--- config.mk ---
export PLATFORM = sky130hd
export DESIGN_NAME = alarm_supervisor
export DESIGN_NICKNAME = d
export VERILOG_FILES = /design/src/rtl/alarm_supervisor.sv
export SDC_FILE = /design/constraint.sdc
export NUM_CORES = 1
export LEC_CHECK = 0
export CAP_MARGIN = 15
export CORE_AREA = 2 2 50 52
export CTS_CLUSTER_DIAMETER = 60
export CTS_CLUSTER_SIZE = 14
export DETAILED_ROUTE_END_ITERATION = 10
export DIE_AREA = 0 0 52 54
export PLACE_DENSITY_LB_ADDON = 0.08
export SYNTH_ARGS = -nofsm -noshare
export SYNTH_HDL_FRONTEND = slang
export SYNTH_SLANG_ARGS = --single-unit
--- constraint.sdc ---
create_clock -name clk -period 4 [get_ports clk]
set_input_delay 0.6 -clock clk [delete_from_list [all_inputs] [get_ports clk]]
set_output_delay 0.6 -clock clk [all_outputs]
set_load 0.05 [all_outputs]
--- src/rtl/alarm_supervisor.sv ---
// Smoke/overcurrent alarm supervisor: synchronised + debounced smoke input,
// threshold compare on current, NORMAL -> ALERTA -> latched ALARMA escalation.
module alarm_supervisor #(
  parameter int N      = 3,
  parameter int UMBRAL = 5,
  parameter int DEB    = 4,
  parameter int ESCALA = 8
) (
  input  logic         clk,
  input  logic         reset,
  input  logic         humo,
  input  logic [N-1:0] corriente,
  input  logic         ack,
  output logic         luz_normal,
  output logic         luz_alerta,
  output logic         alarma,
  output logic [3:0]   hexa3,
  output logic [3:0]   hexa2,
  output logic [3:0]   hexa1,
  output logic [3:0]   hexa0
);

  localparam int DW = $clog2(DEB + 1);
  localparam int TW = (ESCALA > 1) ? $clog2(ESCALA) : 1;

  localparam logic [1:0] S_NORMAL = 2'd0;
  localparam logic [1:0] S_ALERTA = 2'd1;
  localparam logic [1:0] S_ALARMA = 2'd2;

  localparam logic [N-1:0]  UMBRAL_Q   = N'(UMBRAL);
  localparam logic [DW-1:0] DEB_MAX    = DW'(DEB);
  localparam logic [DW-1:0] DEB_LAST   = DW'(DEB - 1);
  localparam logic [TW-1:0] TIMER_LAST = TW'(ESCALA - 1);

  logic          r_sync1;
  logic          r_sync2;
  logic [DW-1:0] r_debCnt;
  logic          r_humoDeb;
  logic [N-1:0]  r_corrQ;
  logic [1:0]    r_state;
  logic [TW-1:0] r_timer;
  logic [7:0]    r_evCnt;
  logic          r_luzNormal;
  logic          r_luzAlerta;
  logic          r_alarma;
  logic [3:0]    r_hexa3;

  logic          w_oc;
  logic          w_ev;
  logic [1:0]    w_stateNext;
  logic [TW-1:0] w_timerNext;
  logic [7:0]    w_evCntNext;

  // The counter saturates at DEB so a long smoke event cannot wrap and drop humo_deb.
  always_ff @(posedge clk or posedge reset) begin
    if (reset) begin
      r_sync1   <= 1'b0;
      r_sync2   <= 1'b0;
      r_debCnt  <= '0;
      r_humoDeb <= 1'b0;
      r_corrQ   <= '0;
    end else begin
      r_sync1 <= humo;
      r_sync2 <= r_sync1;
      r_corrQ <= corriente;
      if (r_sync2) begin
        if (r_debCnt != DEB_MAX) begin
          r_debCnt <= r_debCnt + 1'b1;
        end
        r_humoDeb <= (r_debCnt >= DEB_LAST);
      end else begin
        r_debCnt  <= '0;
        r_humoDeb <= 1'b0;
      end
    end
  end

  assign w_oc = (r_corrQ > UMBRAL_Q);
  assign w_ev = r_humoDeb | w_oc;

  always_comb begin
    w_stateNext = r_state;
    w_timerNext = r_timer;
    w_evCntNext = r_evCnt;
    case (r_state)
      S_NORMAL: begin
        if (w_ev) begin
          w_stateNext = S_ALERTA;
          w_timerNext = '0;
        end
      end
      S_ALERTA: begin
        if (!w_ev) begin
          w_stateNext = S_NORMAL;
        end else if (r_timer == TIMER_LAST) begin
          w_stateNext = S_ALARMA;
          if (r_evCnt != 8'hFF) begin
            w_evCntNext = r_evCnt + 8'd1;
          end
        end else begin
          w_timerNext = r_timer + 1'b1;
        end
      end
      S_ALARMA: begin
        if (ack && !w_ev) begin
          w_stateNext = S_NORMAL;
        end
      end
      default: w_stateNext = S_NORMAL;
    endcase
  end

  // Lights decode from the next state so they change on the same edge as the state.
  always_ff @(posedge clk or posedge reset) begin
    if (reset) begin
      r_state     <= S_NORMAL;
      r_timer     <= '0;
      r_evCnt     <= 8'd0;
      r_luzNormal <= 1'b1;
      r_luzAlerta <= 1'b0;
      r_alarma    <= 1'b0;
      r_hexa3     <= 4'd0;
    end else begin
      r_state     <= w_stateNext;
      r_timer     <= w_timerNext;
      r_evCnt     <= w_evCntNext;
      r_luzNormal <= (w_stateNext == S_NORMAL);
      r_luzAlerta <= (w_stateNext != S_NORMAL);
      r_alarma    <= (w_stateNext == S_ALARMA);
      r_hexa3     <= {2'b00, w_stateNext};
    end
  end

  assign luz_normal = r_luzNormal;
  assign luz_alerta = r_luzAlerta;
  assign alarma     = r_alarma;
  assign hexa3      = r_hexa3;
  assign hexa2      = 4'(r_corrQ);
  assign hexa1      = r_evCnt[7:4];
  assign hexa0      = r_evCnt[3:0];

endmodule

==> metrics.txt, run 1 <==
R2R depth 5; clock tree buffer depth 2; vias per inst 5.03; worst-margin pin slew 0.929 ns; synthesized flop and latch total 25; port bufs 22; Pins Over Slew Limit 0; Yosys cell types 32; GR Overflow Total 0; Peak VDD IR 0.000413 V; I/O Pins 26; Final min period 2.23 ns; post-CTS resize count 0; worst min-delay path category reg -> reg; starting density of the core 0.484; Ys Warns 0; fmax 449 MHz; Die ar. 2810 sq um; Seq/Total Area, Yosys 0.558; Worst-path clk slew 0.13 ns; largest net degree at the start of global routing 26; GRT Util Overall 0.157; LEAKAGE 0.711 nW; antenna fix cells 0; Die Width 52 um; Max Cap Viol 0; Tot Pwr 620 uW; Max stage delay on crit path 0.79 ns; Setup Crit Path Kind reg -> out; Critical-path top delay cell clkdlybuf4s50_1; hold path depth 0; total wire length 1900 um; DRT antenna net count 0; cell area after layout 1390 sq um; first-pass GRT wire length 3200 um; Crit. End Element primary output; worst hold start r_sync1; Synth Instances 97; post-synth design cell area 1120 sq um; CP Data Arrival Time 1.63 ns; core area 2320 sq um; Setup Buffers After CTS 0; commonest non-fill, non-tap cell in the layout dfrtp_1; PwrDens 445 nW/um^2; Endpoint, Worst Hold r_sync2; DR vias 764; setup TNS 0 ns; vias in the first global route 719; worst path required time 3.40 ns; TritonRoute pass-1 iters 4; Crit Path Max Fanout 1; Fin. Hold Viols 0; CTS tree yes; routed len/inst 12.5 um; Post-route DRC 0; fin crit share 0.557; H-Tree Depth 1; r2r setup slk 2.22 ns; area grow syn2layout 24.1%; RePlAce Congestion 0.730; DR iter-0 viols 12; Clock Sinks 25; commonest cells after routing, fill and taps aside dfrtp_1, clkdlybuf4s50_1, nand2_1, inv_1; CTS Hold Buffers Added 0; Final setup viols 0; unrepaired setup endpoints after global routing no; status completed; CTS Root Cell clkbuf_4; startpoint types flop; Clk Latency, worst-skew pair 0.31 ns; reg2reg end r_evCnt[1]; dpl cell area 1370 sq um; share of cells above drive strength 1 0.0820; max_slew headroom 0.380; syn_area_per_cell 11.6 sq um; die outline height 54 um; dpl hpwl 1400 um; Crit path max-delay family buffers and inverters; total CTS buffers 3; FF-to-FF Start r_evCnt[0]; initial antenna violation count 0; clock skew 0.00544 ns; buffers and inverters on the worst path 1; row cnt 18; Hold Worst Slack 0.375 ns; Cell Chain, Critical Path clkdlybuf4s50_1; NumNets Final 136
==> cell usage after synthesis <==
cell	n	area (sq um)
a211o_1	1	8.76
a211oi_1	1	7.51
a21boi_0	2	15.0
a21oi_1	4	20.0
a22o_1	1	8.76
a31oi_1	1	6.26
and2_1	1	6.26
and2b_1	1	7.51
and2b_2	1	8.76
and3b_1	1	8.76
and4_1	1	8.76
buf_4	3	22.5
conb_1	1	3.75
dfrtp_1	24	601
dfstp_2	1	26.3
ha_1	6	75.1
inv_1	8	30.0
mux2_1	2	22.5
mux2i_1	1	10.0
nand2_1	13	48.8
nand2b_1	1	6.26
nand3_1	6	30.0
nand3b_1	1	7.51
nand3b_4	1	20.0
nand4_1	2	12.5
nor2_1	1	3.75
nor2b_1	1	6.26
nor3_1	1	5.00
nor4_2	3	37.5
o21ai_0	1	5.00
xnor2_1	1	8.76
xor2_1	4	35.0
==> report_power, final <==
group	switching [mW]	internal [mW]
Combinational	0.114	0.0722
Clock	0.0731	0.0373
Sequential	0.0293	0.295
Total	0.216	0.404
==> registers in the layout (all words and copies together) (netlist names), 2 cells and up <==
name      count
r_timer       3
hexa3         2
r_evCnt       8
r_debCnt      3
r_corrQ       3
==> metal layers <==
metal | vias to the layer above | share of wire | global-route usage
met3 | 2 | 0.032 | 0.0278
met5 | - | 0 | 0
met1 | 373 | 0.45 | 0.203
li1 | 377 | - | -
met2 | 12 | 0.50 | 0.259
met4 | 0 | 0.011 | 0.0658
==> how the worst max path moves through the flow <==
stage / start / endpoint / depth (start not counted)
6_report: luz_normal / luz_normal / 1
5_1_grt: r_evCnt[0] / hexa0[0] / 1
4_1_cts: luz_normal / luz_normal / 1
3_5_place_dp: luz_normal / luz_normal / 1
3_3_place_gp: luz_normal / luz_normal / 1
2_1_floorplan: r_evCnt[0] / r_evCnt[1] / 5
==> area by class of cell <==
class                      count  area, sq um
fill                         198          926
sequential                    25          627
multi-input combinational     63          452
timing repair buffer          22          220
tap                           30         37.5
inverter                       8         30.0
clock buffer                   3         22.5
clock inverter                 1         5.00
==> logic make-up (layout without fill, tap and decap cells) <==
family | count (synthesis) | count (layout) | share of synthesized area
other cells | 1 | 3 | 0.00334
mux | 3 | 3 | 0.0290
buf+inv | 11 | 34 | 0.0468
simple gates | 35 | 35 | 0.194
fa+ha+maj | 6 | 6 | 0.0668
compound gates | 11 | 11 | 0.0635
flops | 25 | 25 | 0.558
xor+xnor | 5 | 5 | 0.0390
==> metrics by stage <==
stage | instances | worst slack [ns] | util
after floorplan | 99 | 2.12 | -
after global placement | 148 | 2.12 | 0.589
after detailed placement | 148 | 2.12 | 0.589
after CTS | 152 | 1.75 | 0.601
after global routing | 152 | 1.71 | 0.601
final | 152 | 1.77 | 0.601
Note: power is estimated with default switching activity, not from simulation.
==> run 2, diff against run 1 <==
Settings changed: CORE_AREA 2 2 50 52 to 2 2 52 54, DIE_AREA 0 0 52 54 to 0 0 54 56.
Clock period 4 ns to 2.18 ns, I/O delays scaled along.
==> run 2 against run 1 <==
Against the previous run:
- via count decreased by 2.5%
- non-clock buffer count up 1
- core utilization decreased by 2.4 points
- routed wire length is essentially flat
- worst setup slack got worse by 1.6 ns
- worst hold slack lost 0.040 ns
- sequential power rose by 83%
- register-to-register slack worse by 1.8 ns
- global-route usage is 0.93 points lower
- die area up 7.7%
- cell count increased by 0.66%
- critical path type unchanged
- critical endpoint unchanged
- largest power group unchanged
==> metrics.txt, run 2 (synthesis gave the netlist of run 1 again) <==
status completed; CTS tree yes; H-Tree Depth 1; final cell count without fillers 153; Filler cells 231; startpoint types flop; clock tree buffer depth 2; LEAKAGE 0.712 nW; clock network power share 0.184; CTS Hold Buffers Added 0; Sw Pwr 402 uW; Max Cap Viol 0; Worst-path clk slew 0.14 ns; max_slew headroom 0.666; RePlAce Congestion 0.752; largest reg by FF count r_evCnt; commonest non-fill, non-tap cell in the layout dfrtp_1; antenna fix cells 0; vias per inst 4.87; worst min-delay path category in -> async; fmax 506 MHz; Cell Chain, Critical Path clkdlybuf4s50_1; CP Data Arrival Time 1.65 ns; area grow syn2layout 24.9%; row cnt 18; port bufs 22; die outline height 56 um; max reg flops 8; Crit. End Element primary output; Seq. cell area 627 sq um; dpl hpwl 1400 um; commonest cells after routing, fill and taps aside dfrtp_1, clkdlybuf4s50_1, nand2_1, inv_1; Final min period 1.97 ns; sequential power share 0.517; total wire length 1900 um; total CTS buffers 3; Crit Path Max Fanout 1; DRT antenna net count 0; Max stage delay on crit path 0.79 ns; DR vias 745; starting density of the core 0.462; Setup Crit Path Kind reg -> out; Clk Latency, worst-skew pair 0.32 ns; CTS Root Cell clkbuf_4; TritonRoute pass-1 iters 4; setup TNS 0 ns; routed len/inst 12.4 um; Die Width 54 um; largest net degree at the start of global routing 26; worst path required time 1.85 ns; unrepaired setup endpoints after global routing no; Internal 744 uW; Setup Buffers After CTS 0; multi-input logic area 452 sq um; I/O Pins 26; Clock Sinks 25; Peak VDD IR 0.000769 V; Post-route DRC 0; placed insts 149; Switching Share 0.351; GR Overflow Total 0; Logic pwr share 0.299; core area 2430 sq um; Die ar. 3020 sq um; first-pass GRT wire length 3220 um; Fin. Hold Viols 0; fin crit share 0.906; vias in the first global route 708; share of cells above drive strength 1 0.0894; buffers and inverters on the worst path 1; Final setup viols 0; PwrDens 817 nW/um^2; initial antenna violation count 0; NumNets Final 137; worst-margin pin slew 0.500 ns; GRT Util Overall 0.147; DR iter-0 viols 5; Critical-path top delay cell clkdlybuf4s50_1; Pins Over Slew Limit 0; post-CTS resize count 0; Crit path max-delay family buffers and inverters; clock skew 0.00553 ns
-- run 2: cell count changes in the layout (fill, tap and decap cells not counted) --
| cell | before | now |
|---|---|---|
| clkinv_2 | 1 | 0 |
| clkinvlp_4 | 0 | 1 |
| buf_4 | 0 | 1 |
-- run 2: worst paths after layout --
path	from	to	slack, ns	cells after the start
worst min-delay path	reset	r_debCnt[2]	0.34	3
worst min register to register	r_sync1	r_sync2	0.37	0
min in group clk	r_sync1	r_sync2	0.37	0
worst max-delay path	luz_normal	luz_normal	0.21	1
max in group asynchronous	reset	luz_normal	1.56	3
worst max register to register	r_evCnt[0]	r_evCnt[1]	0.46	5
-- run 2: final cells by class --
type,count,area share
Timing Repair Buffer,23,0.162
Inverter,8,0.0214
Clock inverter,1,0.00535
Clock buffer,3,0.0160
Multi-Input combinational cell,63,0.322
Sequential cell,25,0.447
Tap cell,30,0.0267
-- run 2: per-stage QoR --
| step | hold WS (ns) | utilization | setup WS (ns) | area, sq um | power [mW] |
|---|---|---|---|---|---|
| 2_1_floorplan | 0.331 | - | 0.303 | 1130 | 0.851 |
| 3_3_place_gp | 0.335 | 0.565 | 0.505 | 1370 | 0.939 |
| 3_5_place_dp | 0.336 | 0.565 | 0.469 | 1370 | 0.949 |
| 4_1_cts | 0.341 | 0.577 | 0.187 | 1400 | 1.17 |
| 5_1_grt | 0.375 | 0.577 | 0.143 | 1400 | 1.23 |
| 6_report | 0.335 | 0.577 | 0.206 | 1400 | 1.15 |
-- run 2: power by group through the flow --
stage / clock [mW] / sequential (mW) / combinational [mW]
floorplan: 0 / 0.672 / 0.180
global placement: 0 / 0.600 / 0.339
detailed placement: 0 / 0.602 / 0.347
CTS: 0.225 / 0.593 / 0.347
global route: 0.240 / 0.604 / 0.388
finish: 0.211 / 0.592 / 0.343
-- run 2: metal layers --
layer  track usage  vias up  routed length [um]
met5             0        -                   0
met4        0.0857        0                  50
li1              -      380                   -
met2         0.220       14                 874
met3        0.0242        4                  67
met1         0.197      347                 911
==> run 3, diff against run 2 <==
Settings changed: CORE_AREA 2 2 52 54 to 2 2 54 51, DIE_AREA 0 0 54 56 to 0 0 56 53, SKIP_LAST_GASP set to 1.
==> run 3 against run 2 <==
Against the previous run:
- cell area is 0.36% lower
- count of clock-buffer cells in the layout unchanged
- cell count fell by 1.3%
- global-route usage increased by 0.65 points
- sequential share of layout area is 0.16 points higher
- first-iteration DRC count grew to 5.4 times the previous value
- non-clock buffer count did not move
- routed wire length shrank 1.4%
- clock power down 4%
- combinational power is 1% higher
- worst setup slack worse by 0.00067 ns
- die area is 1.9% lower
- critical endpoint unchanged
- largest cell class unchanged
==> metrics.txt, run 3 (synthesis gave the netlist of run 1 again) <==
Cell Chain, Critical Path clkdlybuf4s50_1; largest net degree at the start of global routing 26; Finished Core Util 0.587; Final setup viols 0; dpl hpwl 1420 um; Setup Crit Path Kind reg -> out; H-Tree Depth 1; max reg flops 8; status completed; Clk Latency, worst-skew pair 0.32 ns; worst path required time 1.85 ns; NumNets Final 137; port bufs 22; setup TNS 0 ns; CTS Hold Buffers Added 0; CP Data Arrival Time 1.65 ns; I/O Pins 26; total CTS buffers 3; fin crit share 0.906; GR Overflow Total 0; core area 2380 sq um; PwrDens 818 nW/um^2; DRT antenna net count 0; GRT Util Overall 0.154; Clock Sinks 25; Stages on worst setup path 1; Crit. End Element primary output; Crit path max-delay family buffers and inverters; R2R depth 5; routed len/inst 12.4 um; post-CTS resize count 0; max_slew headroom 0.665; commonest non-fill, non-tap cell in the layout dfrtp_1; initial antenna violation count 0; LEAKAGE 0.716 nW; Setup Buffers After CTS 0; Pins Over Slew Limit 0; unrepaired setup endpoints after global routing no; Post-route DRC 0; row cnt 17; Max Cap Viol 0; DR vias 761; worst min-delay path category in -> async; FF-to-FF Start r_evCnt[0]; Die ar. 2970 sq um; Die Width 56 um; antenna fix cells 0; starting density of the core 0.472; Critical-path top delay cell clkdlybuf4s50_1; largest reg by FF count r_evCnt; Filler cells 213; Fin. Hold Viols 0; startpoint types flop; area grow syn2layout 24.5%; TritonRoute pass-1 iters 4; reg2reg end r_evCnt[1]; Peak VDD IR 0.000792 V; fmax 506 MHz; commonest cells after routing, fill and taps aside dfrtp_1, clkdlybuf4s50_1, nand2_1, inv_1; Crit Path Max Fanout 1; r2r setup slk 0.45 ns; share of cells above drive strength 1 0.0894; Worst setup startpoint luz_normal; RePlAce Congestion 0.808; CTS tree yes; vias per inst 5.04; die outline height 53 um; Final min period 1.98 ns; CTS Root Cell clkbuf_4; first-pass GRT wire length 3510 um; worst-margin pin slew 0.501 ns; Max stage delay on crit path 0.79 ns; vias in the first global route 785; Worst-path clk slew 0.14 ns; clock tree buffer depth 2; total wire length 1880 um; buffers and inverters on the worst path 1; DR iter-0 viols 27; clock skew 0.0142 ns
[run 3: worst max path at each step]
| stage | endpoint | slack [ns] |
|---|---|---|
| 4_1_cts | luz_normal | 0.19 |
| 5_1_grt | hexa1[0] | 0.14 |
| 3_3_place_gp | r_evCnt[1] | 0.51 |
| 3_5_place_dp | r_evCnt[1] | 0.46 |
| 6_report | luz_normal | 0.20 |
| 2_1_floorplan | r_evCnt[1] | 0.30 |
[run 3: area by class of cell]
class / instances / area, sq um / share of cell area
inverters: 8 / 30.0 / 0.0215
well taps: 28 / 35.0 / 0.0250
clock inverters: 1 / 5.00 / 0.00358
multi-input cells: 63 / 452 / 0.323
repair buffers: 23 / 228 / 0.163
clock buffers: 3 / 22.5 / 0.0161
flip-flops and latches: 25 / 627 / 0.448
[run 3: where the power goes]
part / switching, mW / total, mW / internal [mW]
Combinational: 0.215 / 0.348 / 0.134
Clock: 0.134 / 0.202 / 0.0687
Sequential: 0.0530 / 0.594 / 0.541
[run 3: per-stage QoR]
step	setup WS, ns	area [sq um]	hold slack [ns]	power, mW	cells
after floorplan	0.303	1130	0.331	0.851	99
final	0.205	1400	0.333	1.14	151
after CTS	0.188	1400	0.348	1.16	151
after detailed placement	0.456	1370	0.355	0.956	147
after global placement	0.506	1370	0.333	0.941	147
after global routing	0.141	1400	0.360	1.23	151
[run 3: routing by layer]
metal  global-route usage  vias up  share of wire
li1                     -      377              -
met1                0.199      361           0.47
met2                0.251       19           0.47
met3               0.0465        4          0.046
met4               0.0476        0          0.013
met5                    0        -              0
